===== config.mk =====
export PLATFORM = sky130hd
export DESIGN_NAME = rv_lsu_flat
export DESIGN_NICKNAME = d
export VERILOG_FILES = /design/src/rtl/rv_lsu_if.sv /design/src/rtl/rv_lsu.sv /design/src/flat_wrapper.sv
export SDC_FILE = /design/constraint.sdc
export NUM_CORES = 1
export LEC_CHECK = 0
export ABC_AREA = 0
export CORE_UTILIZATION = 43
export CTS_CLUSTER_SIZE = 28
export DETAILED_ROUTE_END_ITERATION = 10
export PLACE_DENSITY = 0.8
export SETUP_SLACK_MARGIN = 0.3
export SKIP_CTS_REPAIR_TIMING = 1
export SLEW_MARGIN = 20
export SYNTH_ARGS = -nofsm -noshare
export SYNTH_HDL_FRONTEND = slang
export SYNTH_SLANG_ARGS = --single-unit
export TNS_END_PERCENT = 100

===== constraint.sdc =====
create_clock -name clk -period 2.45 [get_ports clk]
set_clock_uncertainty 0.05 [all_clocks]
set_input_delay 0.49 -clock clk [delete_from_list [all_inputs] [get_ports clk]]
set_output_delay 0.49 -clock clk [all_outputs]
set_load 0.01 [all_outputs]

===== src/rtl/rv_lsu_if.sv =====
// Bundle of request, response and data-memory signals around the load/store unit.
// The slave modport is the LSU itself; the master modport is whoever drives
// requests and models the memory (execute stage plus memory, or a bench).
interface rv_lsu_if #(
  parameter int XLEN = 32
);
  localparam int NBYTES = XLEN / 8;

  logic              req_valid;
  logic              req_ready;
  logic              req_is_store;
  logic [2:0]        req_funct3;
  logic [XLEN-1:0]   req_addr;
  logic [XLEN-1:0]   req_wdata;
  logic [4:0]        req_rd;

  logic              resp_valid;
  logic [XLEN-1:0]   resp_rdata;
  logic [4:0]        resp_rd;
  logic              resp_misaligned;
  logic              resp_illegal;

  logic              mem_read;
  logic              mem_write;
  logic [XLEN-1:0]   mem_address;
  logic [XLEN-1:0]   mem_wdata;
  logic [NBYTES-1:0] mem_byte_enable;
  logic [XLEN-1:0]   mem_rdata;
  logic              mem_resp;

  modport slave (
    input  req_valid, req_is_store, req_funct3, req_addr, req_wdata, req_rd,
    output req_ready,
    output resp_valid, resp_rdata, resp_rd, resp_misaligned, resp_illegal,
    output mem_read, mem_write, mem_address, mem_wdata, mem_byte_enable,
    input  mem_rdata, mem_resp
  );

  modport master (
    output req_valid, req_is_store, req_funct3, req_addr, req_wdata, req_rd,
    input  req_ready,
    input  resp_valid, resp_rdata, resp_rd, resp_misaligned, resp_illegal,
    input  mem_read, mem_write, mem_address, mem_wdata, mem_byte_enable,
    output mem_rdata, mem_resp
  );
endinterface


===== src/rtl/rv_lsu.sv =====
// Load/store unit between execute and the data memory port, XLEN 32 or 64.
// One request is outstanding at a time. Legal aligned requests go to memory
// with a beat-aligned address and byte mask; illegal or misaligned requests
// are answered directly without touching memory. Load data is shifted down
// from its byte lanes and sign- or zero-extended to XLEN.
module rv_lsu #(
  parameter int XLEN = 32
) (
  input logic     clk,
  input logic     rst,
  rv_lsu_if.slave bus
);
  localparam int NBYTES = XLEN / 8;
  localparam int OFFW   = $clog2(NBYTES);

  typedef enum logic [1:0] {IDLE, ACCESS, RESP} state_t;

  state_t            state;
  logic              is_store_q;
  logic [2:0]        funct3_q;
  logic [OFFW-1:0]   off_q;
  logic [4:0]        rd_q;

  logic [OFFW-1:0]   req_off;
  logic              req_legal;
  logic              req_misaligned;
  logic [NBYTES-1:0] size_mask;

  logic [XLEN-1:0]   raw;
  logic [XLEN-1:0]   keep;
  logic              sign;
  logic [XLEN-1:0]   load_ext;

  // Classify the incoming request: legality for this XLEN, alignment, lane mask
  always_comb begin
    req_off        = bus.req_addr[OFFW-1:0];
    req_legal      = 1'b0;
    req_misaligned = 1'b0;
    size_mask      = '1;
    if (bus.req_is_store) begin
      case (bus.req_funct3)
        3'b000, 3'b001, 3'b010: req_legal = 1'b1;
        3'b011:                 req_legal = (XLEN == 64);
        default:                req_legal = 1'b0;
      endcase
    end else begin
      case (bus.req_funct3)
        3'b000, 3'b001, 3'b010, 3'b100, 3'b101: req_legal = 1'b1;
        3'b011, 3'b110:                         req_legal = (XLEN == 64);
        default:                                req_legal = 1'b0;
      endcase
    end
    case (bus.req_funct3[1:0])
      2'b00: begin
        req_misaligned = 1'b0;
        size_mask      = NBYTES'(1);
      end
      2'b01: begin
        req_misaligned = req_off[0];
        size_mask      = NBYTES'(3);
      end
      2'b10: begin
        req_misaligned = |req_off[1:0];
        size_mask      = NBYTES'(15);
      end
      default: begin
        req_misaligned = |req_off;
        size_mask      = '1;
      end
    endcase
  end

  // Bring the addressed bytes of the returned beat down to bit 0 and extend them
  always_comb begin
    raw  = bus.mem_rdata >> {off_q, 3'b000};
    keep = '1;
    sign = 1'b0;
    case (funct3_q[1:0])
      2'b00: begin
        keep = XLEN'(8'hFF);
        sign = raw[7];
      end
      2'b01: begin
        keep = XLEN'(16'hFFFF);
        sign = raw[15];
      end
      2'b10: begin
        keep = XLEN'(32'hFFFF_FFFF);
        sign = raw[31];
      end
      default: begin
        keep = '1;
        sign = 1'b0;
      end
    endcase
    if (funct3_q[2]) sign = 1'b0;
    load_ext = (raw & keep) | ({XLEN{sign}} & ~keep);
  end

  // Request/memory/response sequencing with all outputs registered
  always_ff @(posedge clk) begin
    if (rst) begin
      state               <= IDLE;
      bus.req_ready       <= 1'b1;
      bus.resp_valid      <= 1'b0;
      bus.resp_rdata      <= '0;
      bus.resp_rd         <= '0;
      bus.resp_misaligned <= 1'b0;
      bus.resp_illegal    <= 1'b0;
      bus.mem_read        <= 1'b0;
      bus.mem_write       <= 1'b0;
      bus.mem_address     <= '0;
      bus.mem_wdata       <= '0;
      bus.mem_byte_enable <= '0;
      is_store_q          <= 1'b0;
      funct3_q            <= '0;
      off_q               <= '0;
      rd_q                <= '0;
    end else begin
      case (state)
        IDLE: begin
          if (bus.req_valid && bus.req_ready) begin
            is_store_q    <= bus.req_is_store;
            funct3_q      <= bus.req_funct3;
            off_q         <= req_off;
            rd_q          <= bus.req_rd;
            bus.req_ready <= 1'b0;
            if (!req_legal || req_misaligned) begin
              state               <= RESP;
              bus.resp_valid      <= 1'b1;
              bus.resp_rdata      <= '0;
              bus.resp_rd         <= bus.req_rd;
              bus.resp_illegal    <= !req_legal;
              bus.resp_misaligned <= req_legal && req_misaligned;
            end else begin
              state               <= ACCESS;
              bus.mem_read        <= !bus.req_is_store;
              bus.mem_write       <= bus.req_is_store;
              bus.mem_address     <= {bus.req_addr[XLEN-1:OFFW], {OFFW{1'b0}}};
              bus.mem_wdata       <= bus.req_wdata << {req_off, 3'b000};
              bus.mem_byte_enable <= bus.req_is_store ? (size_mask << req_off) : '1;
            end
          end
        end
        ACCESS: begin
          if (bus.mem_resp) begin
            state               <= RESP;
            bus.mem_read        <= 1'b0;
            bus.mem_write       <= 1'b0;
            bus.resp_valid      <= 1'b1;
            bus.resp_rdata      <= is_store_q ? '0 : load_ext;
            bus.resp_rd         <= rd_q;
            bus.resp_illegal    <= 1'b0;
            bus.resp_misaligned <= 1'b0;
          end
        end
        RESP: begin
          state          <= IDLE;
          bus.resp_valid <= 1'b0;
          bus.req_ready  <= 1'b1;
        end
        default: begin
          state          <= IDLE;
          bus.resp_valid <= 1'b0;
          bus.req_ready  <= 1'b1;
        end
      endcase
    end
  end
endmodule

===== src/flat_wrapper.sv =====
// flat-port wrapper written by rule: the top's interface ports become plain ports
module rv_lsu_flat 
#(
  parameter int XLEN = 32
)
  (clk, rst, bus_req_valid, bus_req_is_store, bus_req_funct3, bus_req_addr, bus_req_wdata, bus_req_rd, bus_req_ready, bus_resp_valid, bus_resp_rdata, bus_resp_rd, bus_resp_misaligned, bus_resp_illegal, bus_mem_read, bus_mem_write, bus_mem_address, bus_mem_wdata, bus_mem_byte_enable, bus_mem_rdata, bus_mem_resp);
  rv_lsu_if #(.XLEN(XLEN)) bus_i ();
  input logic clk;
  input logic rst;
  input wire logic [$bits(bus_i.req_valid)-1:0] bus_req_valid;
  input wire logic [$bits(bus_i.req_is_store)-1:0] bus_req_is_store;
  input wire logic [$bits(bus_i.req_funct3)-1:0] bus_req_funct3;
  input wire logic [$bits(bus_i.req_addr)-1:0] bus_req_addr;
  input wire logic [$bits(bus_i.req_wdata)-1:0] bus_req_wdata;
  input wire logic [$bits(bus_i.req_rd)-1:0] bus_req_rd;
  output wire logic [$bits(bus_i.req_ready)-1:0] bus_req_ready;
  output wire logic [$bits(bus_i.resp_valid)-1:0] bus_resp_valid;
  output wire logic [$bits(bus_i.resp_rdata)-1:0] bus_resp_rdata;
  output wire logic [$bits(bus_i.resp_rd)-1:0] bus_resp_rd;
  output wire logic [$bits(bus_i.resp_misaligned)-1:0] bus_resp_misaligned;
  output wire logic [$bits(bus_i.resp_illegal)-1:0] bus_resp_illegal;
  output wire logic [$bits(bus_i.mem_read)-1:0] bus_mem_read;
  output wire logic [$bits(bus_i.mem_write)-1:0] bus_mem_write;
  output wire logic [$bits(bus_i.mem_address)-1:0] bus_mem_address;
  output wire logic [$bits(bus_i.mem_wdata)-1:0] bus_mem_wdata;
  output wire logic [$bits(bus_i.mem_byte_enable)-1:0] bus_mem_byte_enable;
  input wire logic [$bits(bus_i.mem_rdata)-1:0] bus_mem_rdata;
  input wire logic [$bits(bus_i.mem_resp)-1:0] bus_mem_resp;
  assign bus_i.req_valid = bus_req_valid;
  assign bus_i.req_is_store = bus_req_is_store;
  assign bus_i.req_funct3 = bus_req_funct3;
  assign bus_i.req_addr = bus_req_addr;
  assign bus_i.req_wdata = bus_req_wdata;
  assign bus_i.req_rd = bus_req_rd;
  assign bus_req_ready = bus_i.req_ready;
  assign bus_resp_valid = bus_i.resp_valid;
  assign bus_resp_rdata = bus_i.resp_rdata;
  assign bus_resp_rd = bus_i.resp_rd;
  assign bus_resp_misaligned = bus_i.resp_misaligned;
  assign bus_resp_illegal = bus_i.resp_illegal;
  assign bus_mem_read = bus_i.mem_read;
  assign bus_mem_write = bus_i.mem_write;
  assign bus_mem_address = bus_i.mem_address;
  assign bus_mem_wdata = bus_i.mem_wdata;
  assign bus_mem_byte_enable = bus_i.mem_byte_enable;
  assign bus_i.mem_rdata = bus_mem_rdata;
  assign bus_i.mem_resp = bus_mem_resp;
  rv_lsu #(.XLEN(XLEN)) u_core (.clk(clk), .rst(rst), .bus(bus_i));
endmodule

==> results of run 1 <==
## sequential cells by signal (all words and copies together) (netlist names), 2 cells and up
signal	flops
u_core.bus.mem_address	30
u_core.bus.mem_byte_enable	4
u_core.bus.mem_wdata	32
u_core.bus.resp_rd	5
u_core.bus.resp_rdata	32
u_core.funct3_q	3
u_core.off_q	2
u_core.rd_q	5
u_core.state	2
## power breakdown
part / internal, W / leakage (nW) / switching (W)
clock network: 0.00175 / 0.313 / 0.000855
logic: 0.000462 / 1.75 / 0.000427
registers: 0.00207 / 0.990 / 0.0000562
## cell families (layout without fill, tap and decap cells)
kind of cell | Yosys count | in the layout | share of synthesized area [%]
multiplexers | 55 | 55 | 10.8
flip-flops | 122 | 122 | 45.2
AO/OA/AOI/OAI | 173 | 174 | 20.4
buffers and inverters | 57 | 279 | 4.87
other | 1 | 2 | 0.0694
AND/OR/NAND/NOR | 225 | 225 | 18.6
## layout make-up
cell class                 count  area, um2  area share [%]
inverter                       2       7.51          0.0891
clock buffer                  25        515            6.12
tap                          168        210            2.49
timing repair buffer         245       2430            28.8
sequential                   122       2440            29.0
multi-input combinational    456       2720            32.2
clock inverter                 7        110            1.31
## through the flow
step / total power, W / cells / utilization [%] / area (um2)
3_5_place_dp: 0.00304 / 991 / 64.3 / 7780
6_report: 0.00562 / 1025 / 69.6 / 8430
4_1_cts: 0.00565 / 1023 / 69.4 / 8410
2_1_floorplan: 0.00259 / 634 / - / 5400
5_1_grt: 0.00585 / 1025 / 69.6 / 8430
3_3_place_gp: 0.00302 / 991 / 64.3 / 7780
## critical path, delay by kind of cell
kind | cells | cell delay, ps
compound gates | 2 | 710
simple gates | 2 | 670
buf+inv | 1 | 490
## synth_stat cells (2+ instances only)
library cell | count | area share (%)
a211oi_1 | 22 | 3.1
nand2b_1 | 5 | 0.58
a22o_1 | 8 | 1.3
clkbuf_1 | 24 | 1.7
o21ai_0 | 27 | 2.5
o211ai_1 | 8 | 1.1
buf_1 | 4 | 0.28
nor3_1 | 12 | 1.1
buf_4 | 6 | 0.83
nor2_1 | 41 | 2.8
inv_1 | 2 | 0.14
o21ai_1 | 9 | 0.83
a21boi_0 | 2 | 0.28
nand3_1 | 10 | 0.93
nand2_1 | 133 | 9.2
mux2_2 | 16 | 3.3
mux2i_1 | 38 | 7.0
a21oi_1 | 69 | 6.4
or3_1 | 9 | 1.0
a22oi_1 | 15 | 2.1
nor2b_1 | 4 | 0.46
dfxtp_1 | 122 | 45
buf_2 | 21 | 1.9
## routing by layer
layer  share of wire [%]  track usage [%]  up-vias  routed length [um]
li1                    -                -     2649                   -
met1                  40             31.9     2625                6850
met2                  49             44.0      213                8240
met3                 8.7             10.7       38                1480
met4                 2.3             9.09        0                 390
met5                   0                0        -                   0
## worst paths after layout
kind | from | to | slack (ps) | depth (start not counted)
hold / removal | bus_req_addr[0] | u_core.off_q[0] | 360 | 3
setup reg to reg | u_core.state[0] | u_core.bus.resp_illegal | 510 | 4
hold reg to reg | u_core.bus.mem_wdata[0] | u_core.bus.mem_wdata[0] | 400 | 2
setup / recovery | bus_req_addr[1] | u_core.bus.mem_wdata[21] | 300 | 5
==> results.py, run 1 <==
metrics = {
    "placed_design": {
        "portBuffers": 217,
        "hpwl_um": 12200,
        "pre_cts_ws_ps": -208,
        "gp_congestion": 0.883,
    },
    "sta": {
        "rsz0062_at_grt": "true",
        "tns_ps": 0,
        "period_share_pct": 87.7,
        "hold_violations": 0,
        "fin_ws_ps": 301,
        "slew_violations": 0,
        "relSlewSlack_pct": 39.7,
        "fmax_ghz": 0.465,
        "holdWs_ps": 364,
        "setup_viol": 0,
        "period_minus_slack_ps": 2150,
        "tightest_slew_ps": 905,
    },
    "setup_path": {
        "crit_path_cell_trace": "clkdlybuf4s50_1, nor4_4, o21ai_2, a211oi_1, nor3_1",
        "cpPeakStageDelay_ps": 590,
        "cp.arrival_ps": 2370,
        "crit_path_end_kind": "flip-flop",
        "crit_fanout": 14,
        "crit_required_ps": 2670,
        "worstSetupPathType": "in2reg",
        "cp-start-kind": "primary input",
        "slowest_stage": "nor4_4",
    },
    "die": {
        "dieArea_um2": 13000,
        "io_pins": 220,
        "rows": 40,
        "start_util_pct": 44.6,
        "fp.dieH_um": 114,
        "die_w_um": 114,
        "coreArea_um2": 12100,
    },
    "grt": {
        "groute.usage.overall_pct": 26.8,
        "overflow": 0,
        "grt_max_degree": 89,
        "grt_pass1_vias": 5349,
        "antenna_found_initial": 0,
        "grt_pass1_wl_um": 27100,
    },
    "routing": {
        "num_vias": 5525,
        "drc": 0,
        "postRouteAntennaNets": 0,
        "routedWlPerCell_um": 16.5,
        "first_pass_iters": 5,
        "viasPerCell": 5.39,
        "drtIter0Drc": 386,
        "wl_um": 17000,
    },
    "synth": {
        "synthCells": 633,
        "synth_top_flop_cell": "dfxtp_1",
        "synthesis.area_um2": 5400,
        "synth-async-reset-ratio_pct": 0,
        "syn_avg_cell_area_um2": 8.53,
        "synth.distinct_cells": 49,
        "ys_seq_area_share_pct": 45.2,
        "ys_ff_latch": 122,
        "ys.warnings.count": 0,
        "synth_edf_count": 0,
    },
    "power": {
        "leakage_nw": 3.05,
        "vdd_ir_drop_max_uv": 518,
        "p_per_area_nw_per_um2": 667,
    },
    "cts": {
        "cts.sinks": 122,
        "htreeDepth": 4,
        "clkTransAtPathRegs_ps": 50,
        "cts_max_path_buffers": 2,
        "worstSkewPairLatency_ps": 420,
        "cts_tree": "done",
        "numCtsBuffers": 17,
        "cts-root-buf": "clkbuf_16",
    },
    "job": {
        "cap_violations": 0,
    },
    "layout": {
        "final_cell_mix": "clkdlybuf4s50_1 (213), nand2_1 (133), dfxtp_1 (122), a21oi_1 (69), nor2_1 (41)",
        "fin_nets": 953,
        "drive_gt1_share_pct": 10.3,
        "final_common_cell": "clkdlybuf4s50_1",
        "area_delta_synth_final_pct": 56.1,
        "fillCellCount": 950,
        "antenna_cells": 0,
    },
    "hold_path": {
        "hold_path_class": "in2reg",
    },
    "outcome": {
        "status": "completed",
    },
}
(Power assumes the default switching activity.)
==> inputs of run 2 (changes only) <==
- CORE_MARGIN: default -> 3
==> run 2 against run 1 <==
Total power down 4.0%. Combinational power up 3.4%. Register-to-register slack about the same. Die area up 7.1%. Cell area up 0.21%. Critical path type unchanged. Largest cell class unchanged. Highest routed layer unchanged.
==> results.py, run 2 (synthesis results as in run 1) <==
metrics = {
    "grt": {
        "grt_pass1_vias": 5493,
        "antenna_found_initial": 0,
        "grt_max_degree": 89,
        "overflow": 0,
        "groute.usage.overall_pct": 24.9,
        "grt_pass1_wl_um": 28000,
    },
    "placed_design": {
        "dpl.cell_count": 989,
        "portBuffers": 217,
        "gp_congestion": 0.905,
        "hpwl_um": 12600,
    },
    "layout": {
        "drive_gt1_share_pct": 10.6,
        "antenna_cells": 0,
        "final_common_cell": "clkdlybuf4s50_1",
        "area_delta_synth_final_pct": 56.4,
        "fin_nets": 958,
        "reg.largest.list": "u_core.bus.mem_wdata: 32 flops, u_core.bus.resp_rdata: 32 flops, u_core.bus.mem_address: 30 flops",
        "final_cells": 1030,
        "final_util_pct": 69.5,
        "final_cell_mix": "clkdlybuf4s50_1 (212), nand2_1 (133), dfxtp_1 (122), a21oi_1 (69), nor2_1 (41)",
    },
    "power": {
        "vdd_ir_drop_max_uv": 447,
        "leakage_nw": 3.05,
        "clock_power_share_pct": 43.5,
        "switching_share_pct": 25.2,
        "p_sw_w": 0.00136,
        "p_per_area_nw_per_um2": 640,
        "combPwrFrac_pct": 17.0,
        "seqPwrFrac_pct": 39.5,
        "p_int_w": 0.00404,
    },
    "routing": {
        "wl_um": 18300,
        "postRouteAntennaNets": 0,
        "drc": 0,
        "num_vias": 5607,
        "routedWlPerCell_um": 17.8,
        "viasPerCell": 5.44,
        "first_pass_iters": 5,
        "drtIter0Drc": 430,
    },
    "sta": {
        "tns_ps": 0,
        "fmax_ghz": 0.482,
        "period_share_pct": 84.7,
        "rsz0062_at_grt": "true",
        "slew_violations": 0,
        "period_minus_slack_ps": 2080,
        "relSlewSlack_pct": 40.0,
        "tightest_slew_ps": 900,
        "hold_violations": 0,
        "setup_viol": 0,
    },
    "die": {
        "fp.dieH_um": 118,
        "start_util_pct": 44.4,
        "io_pins": 220,
        "dieArea_um2": 13900,
        "coreArea_um2": 12200,
        "die_w_um": 118,
        "rows": 40,
    },
    "cts": {
        "cts.sinks": 122,
        "worstSkewPairLatency_ps": 410,
        "numCtsBuffers": 17,
        "clkTransAtPathRegs_ps": 50,
        "cts-root-buf": "clkbuf_16",
        "cts_max_path_buffers": 2,
        "cts_tree": "done",
        "htreeDepth": 4,
    },
    "setup_path": {
        "crit_fanout": 14,
        "cp.arrival_ps": 2280,
        "cp-start-kind": "primary input",
        "crit_required_ps": 2660,
        "crit_path_end_kind": "flip-flop",
        "worstSetupPathType": "in2reg",
    },
    "outcome": {
        "status": "completed",
    },
    "job": {
        "cap_violations": 0,
    },
    "hold_path": {
        "hold_path_class": "in2reg",
    },
}
## run 2: changes by cell type in the layout (fill, tap and decap cells not counted), sizes merged
cell | before | now
dlymetal6s2s | 2 | 3
o21ai | 38 | 39
buf | 30 | 32
clkinvlp | 0 | 2
clkdlybuf4s50 | 213 | 212
clkbuf | 25 | 27
bufinv | 3 | 1
## run 2: stage by stage
stage	worst slack [ps]	hold WS [ps]	instance area, um2	power (W)
4_1_cts	223	347	8300	0.00538
3_5_place_dp	-207	397	7740	0.00304
6_report	374	364	8450	0.00540
5_1_grt	242	360	8450	0.00560
3_3_place_gp	-87.9	387	7740	0.00301
2_1_floorplan	590	386	5400	0.00259
## run 2: cell type report
class,count,area [um2]
multi-input combinational,457,2740
tap,168,210
clock inverter,7,65.1
timing repair buffer,249,2490
inverter,2,7.51
clock buffer,25,495
sequential,122,2440
fill,955,3710
## run 2: final timing paths
| check | from | endpoint | slack (ps) | depth (start not counted) |
|---|---|---|---|---|
| hold / removal | bus_req_addr[0] | u_core.off_q[0] | 360 | 3 |
| setup reg to reg | u_core.off_q[0] | u_core.bus.resp_rdata[2] | 520 | 5 |
| setup / recovery | bus_req_is_store | u_core.bus.mem_wdata[19] | 370 | 6 |
| hold reg to reg | u_core.bus.mem_wdata[11] | u_core.bus.mem_wdata[11] | 400 | 2 |
## run 2: power groups by stage
stage               clock network [W]  logic [W]  registers [W]
floorplan                           0   0.000396        0.00219
global placement                    0   0.000849        0.00217
detailed placement                  0   0.000870        0.00217
CTS                           0.00237   0.000878        0.00213
global route                  0.00247   0.000986        0.00214
finish                        0.00235   0.000919        0.00213
## run 2: layer usage
layer	GRT usage (%)	share of wire (%)
met1	28.3	39
met3	9.23	9.2
met5	0	0
met4	9.60	2.3
met2	42.3	50
## run 2: worst max-delay path, cell delays in order
cell and delay (ps):
clkdlybuf4s50_1 460, a221oi_4 530, buf_4 230, o21ai_2 180, a211oi_1 320, nor3_1 70
==> inputs of run 3 (changes only) <==
- clock period: 2.45 -> 2 ns (I/O delays scaled with it)
==> run 3 against run 2 <==
Worst hold slack got worse by 68 ps. Critical path depth stayed put. Count of clock-buffer cells in the layout grew 1. Total power up 22%. Register-to-register slack lost 330 ps. Flip-flop and latch count did not move. Die area did not move. Sequential power rose by 23%. Highest routed layer is now met5.
==> results.py, run 3 (synthesis results as in run 1) <==
metrics = {
    "outcome": {
        "status": "completed",
    },
    "setup_path": {
        "crit_fanout": 8,
        "crit_required_ps": 2230,
        "worstSetupPathType": "in2reg",
        "cp-start-kind": "primary input",
        "path_buf_inv": 3,
        "regToRegSetupSlack_ps": 190,
        "slowest_stage": "mux4_2",
        "r2r-start": "u_core.off_q[1]",
        "cp.arrival_ps": 2060,
        "crit_path_cell_trace": "clkdlybuf4s50_1, mux4_2, buf_6, a32oi_4, clkbuf_16, o21ai_1",
        "critPathTopFamily": "buffers and inverters",
        "r2r_cells": 5,
        "cpPeakStageDelay_ps": 510,
        "crit_path_end_kind": "flip-flop",
        "path_depth": 6,
        "reg2reg_to": "u_core.bus.resp_rdata[18]",
    },
    "power": {
        "seqPwrFrac_pct": 39.7,
        "p_per_area_nw_per_um2": 721,
        "p_sw_w": 0.00169,
        "p_int_w": 0.00488,
        "clock_power_share_pct": 41.1,
        "finalPower_w": 0.00657,
        "vdd_ir_drop_max_uv": 582,
        "switching_share_pct": 25.7,
        "combPwrFrac_pct": 19.2,
        "leakage_nw": 5.25,
    },
    "sta": {
        "tns_ps": 0,
        "period_share_pct": 91.6,
        "setup_viol": 0,
        "fmax_ghz": 0.546,
        "fin_ws_ps": 168,
        "period_minus_slack_ps": 1830,
        "tightest_slew_ps": 775,
        "rsz0062_at_grt": "true",
        "relSlewSlack_pct": 48.1,
        "slew_violations": 0,
        "hold_violations": 0,
        "holdWs_ps": 296,
    },
    "hold_path": {
        "holdPathStages": 3,
        "whs_endpoint": "u_core.off_q[0]",
        "hold_start": "bus_req_addr[0]",
        "hold_path_class": "in2reg",
    },
    "layout": {
        "finalInstanceArea_um2": 9110,
        "fin_nets": 982,
        "multi_input_area_um2": 2850,
        "reg.largest.list": "u_core.bus.mem_wdata: 32 flops, u_core.bus.resp_rdata: 32 flops, u_core.bus.mem_address: 30 flops",
        "final_common_cell": "nand2_1",
        "antenna_cells": 0,
        "fillCellCount": 806,
        "drive_gt1_share_pct": 15.4,
        "final_cell_mix": "nand2_1 (133), dfxtp_1 (119), dlymetal6s2s_1 (118), clkdlybuf4s50_1 (97), a21oi_1 (67)",
        "area_delta_synth_final_pct": 68.6,
        "seq_area_um2": 2450,
    },
    "grt": {
        "grt_pass1_vias": 5546,
        "antenna_found_initial": 1,
        "grt_max_degree": 89,
        "groute.usage.overall_pct": 24.9,
        "grt_pass1_wl_um": 28100,
        "overflow": 0,
    },
    "die": {
        "die_w_um": 118,
        "fp.dieH_um": 118,
        "rows": 40,
        "start_util_pct": 44.4,
        "dieArea_um2": 13900,
        "coreArea_um2": 12200,
        "io_pins": 220,
    },
    "routing": {
        "route.met2.wl_um": 9990,
        "drc": 0,
        "routedWlPerCell_um": 19.0,
        "wl_met1_um": 7720,
        "wl_um": 20000,
        "wl_met3_um": 1690,
        "postRouteAntennaNets": 0,
        "viasPerCell": 5.56,
        "drtIter0Drc": 413,
        "top_layer_used": "met5",
        "num_vias": 5843,
        "first_pass_iters": 7,
    },
    "cts": {
        "cts_tree": "done",
        "cts-root-buf": "clkbuf_16",
        "cts_max_path_buffers": 2,
        "clkTransAtPathRegs_ps": 50,
        "htreeDepth": 4,
        "worstSkewPairLatency_ps": 410,
        "numCtsBuffers": 17,
        "cts.sinks": 122,
    },
    "placed_design": {
        "hpwl_um": 13100,
        "gp_congestion": 0.901,
        "portBuffers": 217,
        "pre_cts_ws_ps": -439,
        "placed_cell_area_um2": 7880,
    },
    "job": {
        "cap_violations": 0,
    },
}
[run 3: cell count changes in the layout (fill, tap and decap cells not counted), sizes merged]
cell	before	now
bufinv	1	0
o21ai	39	38
clkdlybuf4s50	212	97
buf	32	56
dlymetal6s2s	3	118
clkbuf	27	29
clkinvlp	2	0
clkinv	4	3
[run 3: metal layers]
layer / global-route usage [%] / vias up
li1: - / 2709
met1: 28.8 / 2801
met2: 42.4 / 277
met3: 9.66 / 54
met4: 7.91 / 2
met5: 0 / -
[run 3: worst register-to-register path, cell delays in order (launching register included)]
cell and delay (ps):
dfxtp_2 330, mux4_2 550, buf_6 150, a32oi_4 320, clkbuf_16 220, o21ai_1 70
[run 3: worst max-delay path by stage]
stage	from	to	slack (ps)
finish	bus_mem_rdata[7]	u_core.bus.resp_rdata[18]	170
global route	u_core.off_q[1]	u_core.bus.resp_rdata[20]	160
CTS	bus_req_is_store	u_core.bus.resp_illegal	-10
detailed placement	bus_req_is_store	u_core.bus.resp_illegal	-440
global placement	bus_req_funct3[2]	u_core.bus.resp_illegal	-370
floorplan	bus_req_is_store	u_core.bus.mem_wdata[0]	300
[run 3: final cells by class]
class,count,area share (%)
Multi-Input combinational cell,456,31.3
Sequential cell,122,26.9
Clock buffer,26,5.48
Inverter,2,0.0824
Clock inverter,3,0.165
Tap cell,168,2.31
Timing Repair Buffer,274,33.8
[run 3: stage by stage]
step | util [%] | cells
after global placement | 64.8 | 999
final | 74.9 | 1051
after detailed placement | 64.8 | 999
after global routing | 74.9 | 1051
after floorplan | - | 634
after CTS | 69.0 | 1028
[run 3: power by group through the flow]
stage / clock network (W) / logic [W] / registers, W
6_report: 0.00270 / 0.00126 / 0.00261
5_1_grt: 0.00283 / 0.00135 / 0.00262
4_1_cts: 0.00270 / 0.00112 / 0.00261
3_5_place_dp: 0 / 0.00111 / 0.00266
3_3_place_gp: 0 / 0.00108 / 0.00265
2_1_floorplan: 0 / 0.000492 / 0.00268
